## src/rtl/log2_pkg.sv

```systemverilog
// ---------------------------------------------------------------------------
// log2_pkg
// Shared definitions for the serial floor-log2 unit:
//   WIDTH  - default operand width in bits
//   LOG_W  - width of the log2 result for the default operand width
//   state_t - controller states (IDLE, BUSY, DONE)
// ---------------------------------------------------------------------------
package log2_pkg;

    localparam int WIDTH = 8;
    localparam int LOG_W = $clog2(WIDTH);

    typedef enum logic [1:0] {
        IDLE = 2'd0,
        BUSY = 2'd1,
        DONE = 2'd2
    } state_t;

endpackage

```

## src/rtl/log2_serial.sv

```systemverilog
// ---------------------------------------------------------------------------
// log2_serial
// Serial floor(log2 n) unit. An accepted operand is shifted right one bit per
// cycle until only its top set bit remains at position 0. The shift count is
// then floor(log2 n), and a sticky flag records whether any lower bit was
// shifted out, which tells us whether n was a power of two.
//
// Optional feature (macro LOG2_SERIAL_CEIL_EN): adds output log2_ceil, the
// ceiling of log2 n (0 for n == 0).
//
// Ports:
//   clk        in   clock, rising-edge active
//   rst        in   asynchronous active-high reset
//   n          in   [WIDTH-1:0] operand, sampled on the accept edge
//   in_valid   in   operand present
//   in_ready   out  high in IDLE while not in reset
//   log2       out  [$clog2(WIDTH)-1:0] floor(log2 n)
//   is_pow2    out  n was a non-zero power of two
//   zero       out  n was zero
//   out_valid  out  result valid, held until out_ready
//   out_ready  in   consumer takes the result
//   log2_ceil  out  [$clog2(WIDTH):0] ceil(log2 n) (LOG2_SERIAL_CEIL_EN only)
// ---------------------------------------------------------------------------
module log2_serial #(
    parameter int WIDTH = log2_pkg::WIDTH
) (
    input  logic                     clk,
    input  logic                     rst,
    input  logic [WIDTH-1:0]         n,
    input  logic                     in_valid,
    output logic                     in_ready,
    output logic [$clog2(WIDTH)-1:0] log2,
    output logic                     is_pow2,
    output logic                     zero,
    output logic                     out_valid,
    input  logic                     out_ready
`ifdef LOG2_SERIAL_CEIL_EN
    ,
    output logic [$clog2(WIDTH):0]   log2_ceil
`endif
);

    import log2_pkg::*;

    localparam int LW = $clog2(WIDTH);

    state_t           state;
    logic [WIDTH-1:0] sh;
    logic [LW-1:0]    cnt;
    logic             lost;

    // Ready is purely a function of the state, masked while reset is held so
    // nobody believes an operand was taken during reset.
    assign in_ready = (state == IDLE) && !rst;

    // Controller and datapath. Result registers only change when entering
    // DONE, so they naturally hold their last values in IDLE and BUSY.
    always_ff @(posedge clk or posedge rst) begin
        if (rst) begin
            state     <= IDLE;
            sh        <= '0;
            cnt       <= '0;
            lost      <= 1'b0;
            log2      <= '0;
            is_pow2   <= 1'b0;
            zero      <= 1'b0;
            out_valid <= 1'b0;
`ifdef LOG2_SERIAL_CEIL_EN
            log2_ceil <= '0;
`endif
        end else begin
            case (state)
                IDLE: begin
                    if (in_valid) begin
                        sh   <= n;
                        cnt  <= '0;
                        lost <= 1'b0;
                        if (n == '0) begin
                            // Zero has no logarithm; report it directly.
                            state     <= DONE;
                            log2      <= '0;
                            is_pow2   <= 1'b0;
                            zero      <= 1'b1;
                            out_valid <= 1'b1;
`ifdef LOG2_SERIAL_CEIL_EN
                            log2_ceil <= '0;
`endif
                        end else begin
                            state <= BUSY;
                        end
                    end
                end

                BUSY: begin
                    if (sh[WIDTH-1:1] != '0) begin
                        sh   <= sh >> 1;
                        cnt  <= cnt + LW'(1);
                        lost <= lost | sh[0];
                    end else begin
                        state     <= DONE;
                        log2      <= cnt;
                        is_pow2   <= !lost;
                        zero      <= 1'b0;
                        out_valid <= 1'b1;
`ifdef LOG2_SERIAL_CEIL_EN
                        // Any discarded set bit means n lies strictly above
                        // 2^cnt, so the ceiling is one higher.
                        log2_ceil <= {1'b0, cnt} + {{LW{1'b0}}, lost};
`endif
                    end
                end

                DONE: begin
                    if (out_ready) begin
                        state     <= IDLE;
                        out_valid <= 1'b0;
                    end
                end

                default: begin
                    state <= IDLE;
                end
            endcase
        end
    end

endmodule

```

## config.mk

```make
export PLATFORM = sky130hd
export DESIGN_NAME = log2_serial
export DESIGN_NICKNAME = d
export VERILOG_FILES = /design/src/rtl/log2_pkg.sv /design/src/rtl/log2_serial.sv
export SDC_FILE = /design/constraint.sdc
export NUM_CORES = 1
export LEC_CHECK = 0
export ABC_AREA = 1
export CORE_MARGIN = 1
export CORE_UTILIZATION = 54
export CTS_CLUSTER_DIAMETER = 120
export CTS_CLUSTER_SIZE = 25
export DETAILED_ROUTE_END_ITERATION = 6
export PLACE_DENSITY = 0.82
export REMOVE_ABC_BUFFERS = 1
export SKIP_LAST_GASP = 1
export SYNTH_ARGS = -nofsm -noshare
export SYNTH_HDL_FRONTEND = slang
export SYNTH_SLANG_ARGS = --single-unit
```

## constraint.sdc

```tcl
create_clock -name clk -period 3.7 [get_ports clk]
set_clock_uncertainty 0.2 [all_clocks]
set_input_delay 0.74 -clock clk [delete_from_list [all_inputs] [get_ports clk]]
set_output_delay 0.74 -clock clk [all_outputs]
set_load 0.005 [all_outputs]
```

==> impl_metrics.csv <==
group,metric,value,unit
worst_hold_path,min_path_type,"flip-flop to flip-flop",
power_and_ir_drop,power.leakage,0.000645,uW
sta,period_share,0.744,
drt,vias,882,
cells_and_area,layout_common_cells,"nand2_1 (39), dfrtp_1 (20), clkdlybuf4s50_1 (18)",
global_route,grt_max_degree,21,
logic_synthesis,synth_area_leaders,"dfrtp_1 (47%), nand2_1 (14%), o21ai_2 (6.6%)",
sta,worst-slew-pin-transition,0.759,ns
clock_tree,cts_setup_buffers,0,
drt,wl,2030,um
worst_setup_path,critPathMostFrequentCell,"clkdlybuf4s50_1",
clock_tree,ctsLongestPathBuffers,2,
global_route,antenna_found_initial,0,
sta,rsz0062_at_grt,"false",
worst_setup_path,arrival,1.81,ns
floorplan,die_area,2150,um^2
sta,tns,0,ns
cells_and_area,drive_gt1_frac,0.143,
placement,io_buffers,18,
clock_tree,cts_resized,0,
clock_tree,clkLatencyLatePin,0.31,ns
run_status,outcome,"complete, no violations",
global_route,grt_pass1_vias,829,
sta,layout_setup_ws,0.947,ns
worst_setup_path,path_max_fanout,2,
sta,hold_viol_final,0,
sta,slew_headroom,0.493,
placement,routabilityCongestion,0.763,
logic_synthesis,ys_warn_count,0,
worst_setup_path,path_cells,"clkdlybuf4s50_1 -> nor3_1 -> clkdlybuf4s50_1",
floorplan,die_y,46.4,um
drt,route.detailed.drc,0,
cells_and_area,final_util,0.730,
clock_tree,cts_made_buffers,3,
sta,max_freq,363,MHz
cells_and_area,layout.nets,161,
global_route,grtUsageTotal,0.230,
logic_synthesis,syn_avg_cell_area,8.36,um^2
global_route,overflow,0,
cells_and_area,syn2layout_area_growth,22.5,%
run,drv_cap,0,
sta,holdWs,0.285,ns
clock_tree,cts_root_buf,"clkbuf_4",
worst_setup_path,crit_path_top_delay_cell,"clkdlybuf4s50_1",
sta,slew_viol_final,0,
logic_synthesis,synth-seq-cells,20,
power_and_ir_drop,peakVddDrop,0.480,mV
drt,post_drt_wl_per_cell,11.8,um
worst_setup_path,slowest_delay,0.53,ns
worst_setup_path,endpoint_kind,"output pin",
cells_and_area,antenna_cells,0,
worst_setup_path,required,2.76,ns
clock_tree,htreeDepth,1,
floorplan,fp.coreArea,1780,um^2
logic_synthesis,synth_top_area_share,0.471,
floorplan,io_pins,19,
floorplan,initial_utilization,0.596,
sta,fin_crit,2.75,ns
drt,vias_per_cell,5.13,
floorplan,fp.dieW,46.4,um
floorplan,rows,15,
logic_synthesis,ys_types,20,
placement,dp_slack,0.926,ns
sta,setup_violations,0,
clock_tree,cts_tree,"done",
cells_and_area,final_common_cell,"nand2_1",
logic_synthesis,synth_area,1060,um^2
logic_synthesis,netlist_instances,127,
clock_tree,cts.clk_slew.worst_paths,0.13,ns
worst_setup_path,criticalPathCategory,"input port to output pin",
placement,dpl.hpwl,1450,um
power_and_ir_drop,total_power,1070,uW
clock_tree,hold_buffers,0,
clock_tree,cts_sinks,20,
global_route,grt_pass1_wl,3480,um
logic_synthesis,seq_area_frac_synth,0.471,
drt,final_antenna_net_count,0,
logic_synthesis,synth_area_leader_cell,"dfrtp_1",
power_and_ir_drop,power_density,820,nW/um^2
worst_setup_path,cp-start-kind,"input port",
drt,first_pass_iters,4,
drt,drt-initial-drc-count,21,
==> where the power goes <==
part	switching [uW]	leakage, uW	internal, uW	total, uW
combinational	332	0.000361	191	523
sequential	55.3	0.000256	307	362
clock	72.7	0.0000279	110	182
total	460	0.000645	608	1070
==> path summary, 6_finish.rpt <==
check / from / end / slack (ns) / cells after the start
max in group asynchronous: rst / sh[5] / 2.14 / 2
min in group asynchronous: rst / out_valid / 0.67 / 2
max reg2reg: state[1] / is_pow2 / 2.07 / 6
min reg2reg: log2[1] / log2[1] / 0.28 / 2
min: log2[1] / log2[1] / 0.28 / 2
max: rst / in_ready / 0.95 / 3
==> per-stage QoR <==
| step | cells | area, um^2 |
|---|---|---|
| floorplan | 125 | 1040 |
| global placement | 168 | 1250 |
| detailed placement | 168 | 1250 |
| CTS | 172 | 1300 |
| global route | 172 | 1300 |
| finish | 172 | 1300 |
==> layer usage <==
layer  up-vias  global-route usage  part of all wire
met4         0               0.106             0.014
met1       412               0.284              0.47
met3         5              0.0471             0.026
met2        17               0.381              0.49
li1        448                   -                 -
met5         -                   0                 0
==> state kept, by name, summed over array words and instances, names as in the netlist <==
name / cells
log2: 3
state: 2
sh: 8
cnt: 3
lost: 1
out_valid: 1
is_pow2: 1
zero: 1
==> critical path, delay by kind of cell <==
family                 cells  cell delay [ns]
buffers and inverters      2             0.95
AND/OR/NAND/NOR            1             0.13
==> Yosys cell counts <==
cell and instances:
nand2_1 39, dfrtp_1 20, inv_1 13, nand3_1 10, o21ai_0 10, nor2_1 9, o21ai_2 8, nand3_2 3
a21oi_1 2, inv_2 2, o21ai_1 2, buf_12 1, buf_2 1, ha_1 1, nand2_2 1, nand2_4 1
nor2_8 1, nor3_1 1, o21ai_4 1, xor2_1 1
==> layout make-up <==
class,count,area [um^2]
clock inverters,1,30.0
inverters,15,56.3
flip-flops and latches,20,500
clock buffers,3,22.5
repair buffers,18,180
well taps,25,31.3
multi-input cells,90,480
fillers,131,482
==> kinds of logic (layout without fill, tap and decap cells) <==
family,after synthesis,in the layout,synth area share
xor+xnor,1,1,0.00825
flops,20,20,0.471
buf+inv,17,37,0.0766
compound gates,23,23,0.147
fa+ha+maj,1,1,0.0118
simple gates,65,65,0.285
No activity file was read; power rests on OpenSTA's default activity.
